<file path="src/rtl/stream_fifo_if.sv">
`default_nettype none
// ============================================================================
//  Module   : stream_fifo_if
//  Brief    : Valid/ready write and read channels plus fill level for stream_fifo.
//  Revision : 1.0  initial release
// ============================================================================
interface stream_fifo_if #(
  parameter int WIDTH = 8,
  parameter int DEPTH = 4
);
  localparam int c_CW = $clog2(DEPTH + 1);

  logic             wr_valid_i;
  logic [WIDTH-1:0] wr_data_i;
  logic             wr_ready_o;
  logic             rd_valid_o;
  logic [WIDTH-1:0] rd_data_o;
  logic             rd_ready_i;
  logic [c_CW-1:0]  count_o;

  // FIFO side
  modport slave (
    input  wr_valid_i, wr_data_i, rd_ready_i,
    output wr_ready_o, rd_valid_o, rd_data_o, count_o
  );

  // Producer/consumer side
  modport master (
    output wr_valid_i, wr_data_i, rd_ready_i,
    input  wr_ready_o, rd_valid_o, rd_data_o, count_o
  );
endinterface
`default_nettype wire

</file>
<file path="src/rtl/stream_fifo.sv">
`default_nettype none
// ============================================================================
//  Module   : stream_fifo
//  Brief    : Show-ahead valid/ready FIFO, power-of-two depth, async reset.
//  Revision : 1.0  initial release
// ============================================================================
module stream_fifo #(
  parameter int WIDTH = 8,
  parameter int DEPTH = 4
) (
  input  wire logic      clk_i,
  input  wire logic      rst_i,
  stream_fifo_if.slave   s
);
  localparam int c_AW = (DEPTH > 1) ? $clog2(DEPTH) : 1;
  localparam int c_CW = $clog2(DEPTH + 1);
  localparam logic [c_CW-1:0] c_FULL    = c_CW'(DEPTH);
  localparam logic [c_CW-1:0] c_CNT_ONE = c_CW'(1);
  localparam logic [c_AW-1:0] c_PTR_ONE = c_AW'(1);

  generate
    if (WIDTH < 1 || DEPTH < 2 || (DEPTH & (DEPTH - 1)) != 0) begin : g_bad_param
      $error("stream_fifo: WIDTH must be >= 1 and DEPTH a power of two >= 2");
    end
  endgenerate

  logic [WIDTH-1:0] r_mem [DEPTH];
  logic [c_AW-1:0]  r_wr_ptr;
  logic [c_AW-1:0]  r_rd_ptr;
  logic [c_CW-1:0]  r_count;

  logic w_wr_ready;
  logic w_rd_valid;
  logic w_push;
  logic w_pop;

  // Flags come from the registered count only, so rd_ready_i never reaches wr_ready_o.
  assign w_wr_ready = (r_count != c_FULL);
  assign w_rd_valid = (r_count != '0);
  assign w_push     = s.wr_valid_i && w_wr_ready;
  assign w_pop      = w_rd_valid && s.rd_ready_i;

  always_ff @(posedge clk_i or posedge rst_i) begin
    if (rst_i) begin
      r_wr_ptr <= '0;
      r_rd_ptr <= '0;
      r_count  <= '0;
    end else begin
      if (w_push) begin
        r_wr_ptr <= r_wr_ptr + c_PTR_ONE;
      end
      if (w_pop) begin
        r_rd_ptr <= r_rd_ptr + c_PTR_ONE;
      end
      case ({w_push, w_pop})
        2'b10:   r_count <= r_count + c_CNT_ONE;
        2'b01:   r_count <= r_count - c_CNT_ONE;
        default: r_count <= r_count;
      endcase
    end
  end

  // Storage has no reset; gating on rst_i keeps writes out while reset is held.
  always_ff @(posedge clk_i) begin
    if (w_push && !rst_i) begin
      r_mem[r_wr_ptr] <= s.wr_data_i;
    end
  end

  assign s.wr_ready_o = w_wr_ready;
  assign s.rd_valid_o = w_rd_valid;
  assign s.rd_data_o  = r_mem[r_rd_ptr];
  assign s.count_o    = r_count;
endmodule
`default_nettype wire

</file>
<file path="src/flat_wrapper.sv">
// flat-port wrapper written by rule: the top's interface ports become plain ports
module stream_fifo_flat 
#(
  parameter int WIDTH = 8,
  parameter int DEPTH = 4
)
  (clk_i, rst_i, s_wr_valid_i, s_wr_data_i, s_rd_ready_i, s_wr_ready_o, s_rd_valid_o, s_rd_data_o, s_count_o);
  stream_fifo_if #(.WIDTH(WIDTH), .DEPTH(DEPTH)) s_i ();
  input  wire logic clk_i;
  input  wire logic rst_i;
  input wire logic [$bits(s_i.wr_valid_i)-1:0] s_wr_valid_i;
  input wire logic [$bits(s_i.wr_data_i)-1:0] s_wr_data_i;
  input wire logic [$bits(s_i.rd_ready_i)-1:0] s_rd_ready_i;
  output wire logic [$bits(s_i.wr_ready_o)-1:0] s_wr_ready_o;
  output wire logic [$bits(s_i.rd_valid_o)-1:0] s_rd_valid_o;
  output wire logic [$bits(s_i.rd_data_o)-1:0] s_rd_data_o;
  output wire logic [$bits(s_i.count_o)-1:0] s_count_o;
  assign s_i.wr_valid_i = s_wr_valid_i;
  assign s_i.wr_data_i = s_wr_data_i;
  assign s_i.rd_ready_i = s_rd_ready_i;
  assign s_wr_ready_o = s_i.wr_ready_o;
  assign s_rd_valid_o = s_i.rd_valid_o;
  assign s_rd_data_o = s_i.rd_data_o;
  assign s_count_o = s_i.count_o;
  stream_fifo #(.WIDTH(WIDTH), .DEPTH(DEPTH)) u_core (.clk_i(clk_i), .rst_i(rst_i), .s(s_i));
endmodule
</file>
<file path="config.mk">
export PLATFORM = sky130hd
export DESIGN_NAME = stream_fifo_flat
export DESIGN_NICKNAME = d
export VERILOG_FILES = /design/src/rtl/stream_fifo_if.sv /design/src/rtl/stream_fifo.sv /design/src/flat_wrapper.sv
export SDC_FILE = /design/constraint.sdc
export NUM_CORES = 1
export LEC_CHECK = 0
export ABC_AREA = 1
export BUFFER_PORTS_ARGS = -buffer_cell sky130_fd_sc_hd__buf_4
export CAP_MARGIN = 20
export CORE_MARGIN = 4
export CORE_UTILIZATION = 30
export CTS_BUF_LIST = sky130_fd_sc_hd__clkbuf_8
export DETAILED_ROUTE_END_ITERATION = 8
export PLACE_DENSITY = 0.57
export SYNTH_ARGS = -nofsm -noshare
export SYNTH_HDL_FRONTEND = slang
export SYNTH_SLANG_ARGS = --single-unit
</file>
<file path="constraint.sdc">
create_clock -name clk_i -period 2 [get_ports clk_i]
set_input_delay 0.3 -clock clk_i [delete_from_list [all_inputs] [get_ports clk_i]]
set_output_delay 0.3 -clock clk_i [all_outputs]
set_load 0.005 [all_outputs]
</file>
==> metrics, run 1 <==
status completed; area grow syn2layout 21.48%; CP most frequent cell nand2_1; Req. time, crit path 1700 ps; RSZ-0062 raised after global routing false; DRC Markers 0; fraction of layout cells with a size suffix above 1 22.46%; DR vias/cell 4.139; worst endpoint data arrival time 1540 ps; CTS tree yes; drt total wl 2.965 mm; Placer Congestion 0.6909; Worst Skew between 4 and 5 ps; CP cell instances inv_2, nand2_1, o211ai_1, nand2_1, buf_4; 1st-iter DRT viols 30; area post-placement about 2000 µm²; setup TNS 0 ps; post-synthesis cell area 1753 µm²; CP Capture Type primary output; mean post-synth cell area 11.38 µm²; HPWL after DPL 2.122 mm; ANT nets after route 0; crit path to s_rd_data_o[3]; fin crit share 92.10%; synth top area cells edfxtp_1, dfrtp_1, nand2_1, o211ai_1, inv_1; Initial Util 31.45%; Synth Net Count ~170; Max VDD drop 0.0005106 V; Clock Latency Late Sink approximately 290 ps; Tot GR Track Use 9.255%; Leak 0.9445 nW; die width 84.44 µm; Final Net Count 204; Primary FF master, synth edfxtp_1; WL per Instance ~11 µm; Fmax achieved 542.9 MHz; initial antenna violation count 0; CTS clk-pin slew, worst paths 80 ps; pwr/cell area 1321 nW/µm²; Final Cell Area 2130 µm²; reg2reg setup slack 200 ps; hold violation count in the final report 0; relative slew slack 66.31%; number of synthesized flops with an enable pin 32; Synth top area share 54.82%; Yosys top cell by area edfxtp_1; min Tclk post-route 1842 ps; CTS HTree Levels 2; total die area 7130 µm²; CP max-delay cell dfrtp_1; via count about 1100; Non-Filler Instances about 260; critical path launch point type flip-flop; Synth cell types 18; largest net degree at the start of global routing 34; Crit Reg-Reg Startpoint u_core.s.count_o[1]; vias in the first global route 1035; Clock Root Buffer clkbuf_8; row cnt 27; antenna cells 0; RR Endpoint u_core.s.count_o[2]; CTS Buffer Depth 2; Num CTS Buffers 5; FILL cells 562; Final Setup Violations 0; DP Cell Count 251; worst slack at placement 182.7 ps; Crit Path Category flip-flop to primary output; grt ovf 0; Post-synth ARST share 17.95%; CP startpoint u_core.r_rd_ptr[0]; Max-Cap Viols 0; Core ar. 5574 µm²; clk sinks 39; Worst Hold Class input pin to async pin; CP Max Fanout 33; first-pass GRT wire length 5.043 mm; Synth Warn # 0; io pins 25; most frequent cell after synthesis nand2_1; Die Span Y 84.44 µm; Setup WS post-layout 158.0 ps; Commonest cells post-synth nand2_1, edfxtp_1, inv_1; DR pass1 iterations 3; Reg2Reg Depth 10; Pins Over Slew Limit 0; Largest stage delay, worst path about 410 ps; Worst Tran Pin Value 504.6 ps; instance count of the mapped netlist 154; port bufs 24; #FFs+latches synth 39; register area share after synthesis 64.81%
[how the worst min path moves through the flow]
| stage | startpoint | to | depth (start not counted) | slack (ps) |
|---|---|---|---|---|
| 2_1_floorplan | rst_i | u_core.r_rd_ptr[0] | 1 | 110 |
| 3_3_place_gp | rst_i | u_core.r_rd_ptr[1] | 3 | 350 |
| 3_5_place_dp | rst_i | u_core.r_rd_ptr[1] | 3 | 350 |
| 4_1_cts | rst_i | u_core.s.count_o[0] | 3 | 20 |
| 5_1_grt | rst_i | u_core.s.count_o[0] | 3 | 40 |
| 6_report | rst_i | u_core.s.count_o[0] | 3 | 30 |
[worst max-delay path, delay by kind of cell, from the launching register on]
family	cells	cell delay (ps)
AND/OR/NAND/NOR	2	200
buffers and inverters	2	530
flip-flops	1	410
AO/OA/AOI/OAI	1	110
[what timing repair did]
item / 4_1_cts / 5_1_grt
endpoints found under the setup margin: 0 / 1
buffers inserted: 0 / 0
hold buffers: 0 / 0
resized for setup: 0 / 1
[sequential cells by signal, summed over array words and instances (netlist names)]
register	flops
u_core.r_mem	32
u_core.s.count_o	3
u_core.r_wr_ptr	2
u_core.r_rd_ptr	2
[cells in the final DEF, fill, tap and decap left out]
cell type  count
nor2_1         4
fa_1           1
nand3_2        1
bufinv_16      1
nand4_1        1
inv_2          3
dfrtp_1        7
nand3_4        1
inv_1         30
o21ai_0        1
nand2_1       41
clkinv_2       1
nand3_1        6
xnor2_1        1
buf_4         29
clkbuf_8       5
clkinv_4       1
ha_1           5
edfxtp_1      32
o211ai_1      16
[layer usage]
| layer | vias up | track usage [%] | share of wire [%] |
|---|---|---|---|
| li1 | 572 | - | - |
| met1 | 480 | 9.803 | 41 |
| met2 | 14 | 16.57 | 53 |
| met3 | 6 | 3.042 | 3.4 |
| met4 | 0 | 4.317 | 2.4 |
| met5 | - | 0 | 0 |
[cell type report]
cell class / instances / area [µm²] / area share, %
sequential: 39 / 1136 / 53.35
clock inverter: 3 / 43.79 / 2.056
tap: 72 / 90.09 / 4.230
multi-input combinational: 78 / 449.2 / 21.09
clock buffer: 5 / 68.82 / 3.231
timing repair buffer: 29 / 217.7 / 10.22
inverter: 33 / 123.9 / 5.817
[stage by stage]
stage,util [%],total power [W],hold WS [ps]
final,38.20,0.002812,34.63
after global routing,38.20,0.003060,36.26
after floorplan,-,0.001835,111.8
after detailed placement,36.18,0.002220,345.3
after global placement,36.18,0.002210,350.3
after CTS,38.20,0.002872,24.62
[kinds of logic (layout without fill, tap and decap cells)]
group | after synthesis | after routing | synth area share [%]
and+or+nand+nor | 54 | 54 | 13.28
DFF | 39 | 39 | 64.81
buffers and inverters | 37 | 70 | 9.565
xor gates and xnor gates | 1 | 1 | 0.4997
AOI/OAI and AO/OA | 17 | 17 | 7.138
adders and majority gates | 6 | 6 | 4.711
[report_power, final]
part	total (W)	internal (W)	switching [W]	leakage, nW
clock	0.000641	0.000371	0.000270	0.0581
combinational	0.00103	0.000465	0.000569	0.512
sequential	0.00114	0.00103	0.000112	0.375
total	0.00281	0.00186	0.000951	0.944
No activity file was read; power rests on OpenSTA's default activity.
==> run 2: changes to the inputs <==
--- a/config.mk
+++ b/config.mk
@@ -13,6 +13,7 @@
 export CTS_BUF_LIST = sky130_fd_sc_hd__clkbuf_8
 export DETAILED_ROUTE_END_ITERATION = 8
 export PLACE_DENSITY = 0.57
+export SETUP_SLACK_MARGIN = 0.5
 export SYNTH_ARGS = -nofsm -noshare
 export SYNTH_HDL_FRONTEND = slang
 export SYNTH_SLANG_ARGS = --single-unit
==> metrics, run 2 (synthesis gave the netlist of run 1 again) <==
Die Span Y 84.44 µm (unchanged); grt ovf 0 (unchanged); largest net degree at the start of global routing 17 (-50%); vias in the first global route 1117 (+7.9%); worst hold margin 78.84 ps (+44.21 ps); Final Net Count 225 (+10%); hold-fix buffers at CTS 0 (unchanged); CP cell instances inv_4, o211ai_1, nand2_1, buf_4; Setup WS post-layout 376.7 ps (+218.7 ps); Final Cell Area 2372 µm² (+11%); io pins 25 (unchanged); total die area 7130 µm² (unchanged); worst endpoint data arrival time 1320 ps (-220 ps); port bufs 24 (unchanged); Fmax achieved 616.0 MHz (+13%); max reg flops 32 (unchanged); CP Capture Type primary output; Placer Congestion 0.7132 (+3.2%); area post-placement 2049 µm² (+1.6%); die width 84.44 µm (unchanged); critical path launch point type flip-flop; WL per Instance 13.10 µm (+14%); min Tclk post-route 1623 ps (-218.7 ps); clk sinks 39 (unchanged); worst path buffer plus inverter count 2 (unchanged); HPWL after DPL 2.163 mm (+2.0%); CP max-delay cell dfrtp_2; status completed; Largest stage delay, worst path 520 ps (+110 ps); CTS clk-pin slew, worst paths 70 ps (about the same); Worst Skew 5.104 ps (+0.7837 ps); area grow syn2layout 35.33%; worst slack at placement 356.9 ps (+174.1 ps); first-pass GRT wire length 5.520 mm (+9.5%); setup TNS 0 ps (unchanged); fin crit share 81.17% (-11 points); Pins Over Slew Limit 0 (unchanged); Crit Path Category flip-flop to primary output; pwr/cell area 1328 nW/µm² (+0.57%); relative slew slack 83.18% (+17 points); Req. time, crit path 1700 ps (about the same); Tot GR Track Use 10.06% (+0.81 points); Leak 1.039 nW (+10%); 1st-iter DRT viols 73 (+140%); antenna cells 0 (unchanged); Worst Hold Class input pin to async pin; Max-Cap Viols 0 (unchanged); most frequent cells in the layout buf_4, nand2_1, edfxtp_1, inv_1, o211ai_1; CTS tree yes; DRC Markers 0 (unchanged); Num CTS Buffers 5 (unchanged); CP Max Fanout 8 (-76%); Clock Latency Late Sink 280 ps (about the same); CP delay by family, top flip-flops; final core occ 42.56% (+4.4 points); Final Setup Violations 0 (unchanged); DR pass1 iterations 4 (+1); Max VDD drop 0.0004339 V (-15%); hold violation count in the final report 0 (unchanged); Largest Register u_core.r_mem; via count 1226 (+14%); Worst Tran Pin Value 252.3 ps (-252.2 ps); Core ar. 5574 µm² (unchanged); most common cell after layout, fill and taps aside buf_4; CTS HTree Levels 2 (unchanged); initial antenna violation count 0 (unchanged); RSZ-0062 raised after global routing true; ANT nets after route 0 (unchanged); Clock Root Buffer clkbuf_8; Initial Util 31.45% (unchanged); CTS Buffer Depth 2 (unchanged); row cnt 27 (unchanged); fraction of layout cells with a size suffix above 1 37.98% (+16 points); drt total wl 3.667 mm (+24%); DR vias/cell 4.379 (+5.8%)
## run 2: worst paths after layout
check	startpoint	end	slack, ps	depth (start not counted)
max in group asynchronous	rst_i	u_core.s.count_o[2]	1790	3
hold reg to reg	u_core.r_wr_ptr[1]	u_core.r_wr_ptr[1]	560	2
min in group clk_i	s_wr_data_i[1]	u_core.r_mem[3][1]	220	1
setup reg to reg	u_core.s.count_o[1]	u_core.s.count_o[2]	400	10
hold / removal	rst_i	u_core.s.count_o[1]	80	3
setup / recovery	u_core.r_rd_ptr[0]	s_rd_data_o[0]	380	4
## run 2: per-stage QoR
stage | cells | power [W]
floorplan | 154 | 0.001895
global placement | 251 | 0.002273
detailed placement | 251 | 0.002293
CTS | 276 | 0.003036
global route | 280 | 0.003382
finish | 280 | 0.003151
## run 2: final cells by class
class	instances	area, µm²
Timing Repair inverter	2	17.52
Multi-Input combinational cell	78	516.7
Sequential cell	39	1140
Tap cell	72	90.09
Clock buffer	5	68.82
Fill cell	521	3202
Timing Repair Buffer	48	386.6
Inverter	33	136.4
Clock inverter	3	16.27
## run 2: what timing repair did
| item | in CTS | in global routing |
|---|---|---|
| gates resized for setup | 11 | 18 |
| gates cloned | 2 | 0 |
| pin swaps | 5 | 5 |
| setup endpoints to repair | 10 | 44 |
| setup buffers | 15 | 4 |
## run 2: worst min-delay path, cell delays in order
cell and delay, ps:
buf_4 110, inv_1 110, buf_4 180
## run 2: metal layers
metal	routed length, µm	global-route usage (%)
met3	126	1.668
met1	1513	12.17
met4	96	5.180
met2	1930	17.22
met5	0	0
## run 2: power by group
group          total [W]  internal [W]  switching (W)
Clock           0.000495      0.000238       0.000256
Sequential       0.00118       0.00103       0.000145
Combinational    0.00148      0.000733       0.000747
Total            0.00315       0.00200        0.00115
==> run 3: changes to the inputs <==
--- a/config.mk
+++ b/config.mk
@@ -5,14 +5,14 @@
 export SDC_FILE = /design/constraint.sdc
 export NUM_CORES = 1
 export LEC_CHECK = 0
-export ABC_AREA = 1
+export ABC_AREA = 0
 export BUFFER_PORTS_ARGS = -buffer_cell sky130_fd_sc_hd__buf_4
 export CAP_MARGIN = 20
 export CORE_MARGIN = 4
 export CORE_UTILIZATION = 30
 export CTS_BUF_LIST = sky130_fd_sc_hd__clkbuf_8
 export DETAILED_ROUTE_END_ITERATION = 8
-export PLACE_DENSITY = 0.57
+export PLACE_DENSITY = 0.58
 export SETUP_SLACK_MARGIN = 0.5
 export SYNTH_ARGS = -nofsm -noshare
 export SYNTH_HDL_FRONTEND = slang
==> constraint.sdc (replaced) <==
create_clock -name clk_i -period 1.5 [get_ports clk_i]
set_input_delay 0.225 -clock clk_i [delete_from_list [all_inputs] [get_ports clk_i]]
set_output_delay 0.225 -clock clk_i [all_outputs]
set_load 0.005 [all_outputs]
==> metrics, run 3 <==
CTS clk-pin slew, worst paths 70 ps (about the same); CP most frequent cell xor2_1; instance count of the mapped netlist 79 (-49%); CTS tree yes; DRC Markers 0 (unchanged); Die Span Y 80.69 µm (-4.4%); DR vias/cell 4.408 (+0.67%); WL per Instance 15.49 µm (+18%); worst path buffer plus inverter count 1 (-1); Synth top area share 60.62% (+5.8 points); Pins Over Slew Limit 0 (unchanged); Req. time, crit path 1700 ps (about the same); Synth Area in Compound Gates 0.6314% (-6.5 points); 1st-iter DRT viols 61 (-16%); vias in the first global route 1040 (-6.9%); Fmax achieved about 540 MHz; Synth Area in Simple Gates 4.262% (-9.0 points); Synth Net Count 97 (-44%); max reg flops 32 (unchanged); Initial Util 31.04% (-0.41 points); relative slew slack 67.67% (-16 points); most common cell after layout, fill and taps aside edfxtp_1; combinational share of power 48.3% (+1.3 points); number of synthesized flops with an enable pin 32 (unchanged); most frequent cell after synthesis edfxtp_1; Worst Tran Pin Value 485.0 ps (+232.7 ps); Worst Skew 1.449 ps (-3.655 ps); Num CTS Buffers 5 (unchanged); Worst Hold Class input pin to flip-flop; RSZ-0062 raised after global routing true; Seq pwr share 36.5% (-0.8 points); fraction of layout cells with a size suffix above 1 58.82% (+21 points); worst endpoint data arrival time 2070 ps (+750 ps); Commonest cells post-synth edfxtp_1, mux4_2, dfrtp_1; Largest stage delay, worst path 420 ps (-100 ps); port bufs 24 (unchanged); reg2reg setup slack -360 ps (-760 ps); P_sw 0.001208 W (+5.1%); clk sinks 39 (unchanged); Tot Pwr 0.004202 W (+33%); Clock Latency Late Sink 280 ps (about the same); Clock Power Share 15.3% (-0.4 points); worst slack at placement -374.9 ps (-731.8 ps); register area share after synthesis 71.67% (+6.9 points); critical path launch point type flip-flop; mux share of post-synthesis cell area 12.94% (+13 points); XOR/XNOR share of the synthesized area 3.315% (+2.8 points); min Tclk post-route 1862 ps; pwr/cell area 1794 nW/µm² (+35%); mean post-synth cell area 20.07 µm² (+76%); io pins 25 (unchanged); Clock Root Buffer clkbuf_8; CP Max Fanout 2 (-6); largest net degree at the start of global routing 12 (-5); synth top area cells edfxtp_1, mux4_2, dfrtp_1, ha_1, nor3b_1; failing checks setup timing; Adder-Cell Fraction of Synth Area 5.209% (+0.50 points); post-synthesis cell area 1585 µm² (-9.6%); Final Net Count 153 (-32%); #FFs+latches synth 39 (unchanged); Post-synth ARST share 17.95% (unchanged); die width 80.69 µm (-4.4%); first-pass GRT wire length 5.195 mm (-5.9%); Yosys top cell by area edfxtp_1; status complete, but fails checks; Max VDD drop 0.0008940 V (+110%); Final Setup Violations 46 (+46); row cnt 26 (-3.7%); HPWL after DPL 2.020 mm (-6.6%); CTS HTree Levels 2 (unchanged); most frequent cells in the layout edfxtp_1, buf_4, buf_6, mux4_2; hold violation count in the final report 0 (unchanged); grt ovf 0 (unchanged); Placer Congestion 0.7254 (+1.7%); CP Capture Type flip-flop; Primary FF master, synth edfxtp_1; CTS Buffer Depth 2 (unchanged); area grow syn2layout 47.75%; Synth Warn # 0 (unchanged); DR pass1 iterations 4 (unchanged); CP cell instances or3b_4, nand2_4, ha_4, inv_2, fa_2, xor2_1, nor2_1, xor2_1; ANT nets after route 0 (unchanged); Crit Path Category flip-flop to flip-flop; Max-Cap Viols 0 (unchanged); Core ar. 5107 µm² (-8.4%); Setup WS post-layout -362.3 ps (-739.0 ps); largest family of logic cells by synthesized area multiplexers; switching share of power 28.74% (-7.7 points); FILL cells 465 (-11%); Synth cell types 19 (+1); Largest Register u_core.r_mem; antenna cells 0 (unchanged); CP delay by family, top simple AND/OR/NAND/NOR gates; fin crit share 124.2%; Pint 0.002995 W (+50%); CP max-delay cell or3b_4; drt total wl 3.190 mm (-13%); via count 908 (-26%); final core occ 45.86% (+3.3 points); Leak 0.9396 nW (-9.6%); total die area 6511 µm² (-8.7%); initial antenna violation count 0 (unchanged); Tot GR Track Use 11.12% (+1.1 points)
==> run 3: cell types whose count changed after synthesis, moves of 4 or more <==
cell      delta
nor3b_1      +4
nand3_1      -6
o211ai_1    -16
nand2_1     -40
mux4_2       +8
inv_1       -25
==> run 3: metal layers <==
layer	routed length, µm	share of wire [%]	up-vias	GRT usage, %
met3	204	6.4	10	4.709
met4	97	3.0	0	5.574
met1	1223	38	453	10.87
met5	0	0	-	0
met2	1664	52	31	19.87
li1	-	-	414	-
==> run 3: stage by stage <==
step	hold WS (ps)	setup TNS, ps	area, µm²	cells
finish	143.5	-14020	2342	206
global route	126.3	-16080	2342	206
CTS	136.4	-12420	2266	202
detailed placement	211.5	-2228	1962	183
global placement	198.1	-868.4	1962	183
floorplan	28.40	-11050	1607	79
==> run 3: cell type report <==
| type | instances | area [µm²] | area share, % |
|---|---|---|---|
| sequential | 39 | 1136 | 48.50 |
| multi-input combinational | 32 | 519.2 | 22.17 |
| timing repair buffer | 51 | 495.5 | 21.15 |
| tap | 70 | 87.58 | 3.739 |
| clock buffer | 5 | 68.82 | 2.938 |
| inverter | 6 | 22.52 | 0.9615 |
| clock inverter | 3 | 12.51 | 0.5342 |
==> run 3: power groups by stage <==
stage | combinational, W | clock, W | sequential, W
2_1_floorplan | 0.000804 | 0 | 0.00150
3_3_place_gp | 0.00138 | 0 | 0.00153
3_5_place_dp | 0.00143 | 0 | 0.00155
4_1_cts | 0.00186 | 0.000663 | 0.00153
5_1_grt | 0.00220 | 0.000725 | 0.00155
6_report | 0.00203 | 0.000641 | 0.00153
==> run 3: final timing paths <==
path | endpoint | from | cells past startpoint
setup / recovery | u_core.s.count_o[2] | u_core.s.count_o[1] | 8
hold / removal | u_core.r_mem[3][7] | s_wr_data_i[7] | 1
setup reg to reg | u_core.s.count_o[2] | u_core.s.count_o[1] | 8
hold reg to reg | u_core.r_wr_ptr[0] | u_core.r_wr_ptr[0] | 1
max in group asynchronous | u_core.s.count_o[1] | rst_i | 3
min in group asynchronous | u_core.r_wr_ptr[1] | rst_i | 3
==> run 3: cell families (layout without fill, tap and decap cells) <==
kind of cell	Yosys count	count (layout)
flip-flops	39	39
multiplexers	10	10
AND/OR/NAND/NOR	9	9
buffers and inverters	8	65
adder cells (fa/ha/maj)	6	6
XOR/XNOR	6	6
AO/OA/AOI/OAI	1	1
==> run 3: repair_timing <==
action / 4_1_cts / 5_1_grt
hold buffers: 1 / 0
resized for setup: 33 / 8
hold endpoints to repair: 7 / 0
pin swaps: 6 / 1
setup buffers: 10 / 4
setup endpoints to repair: 52 / 52
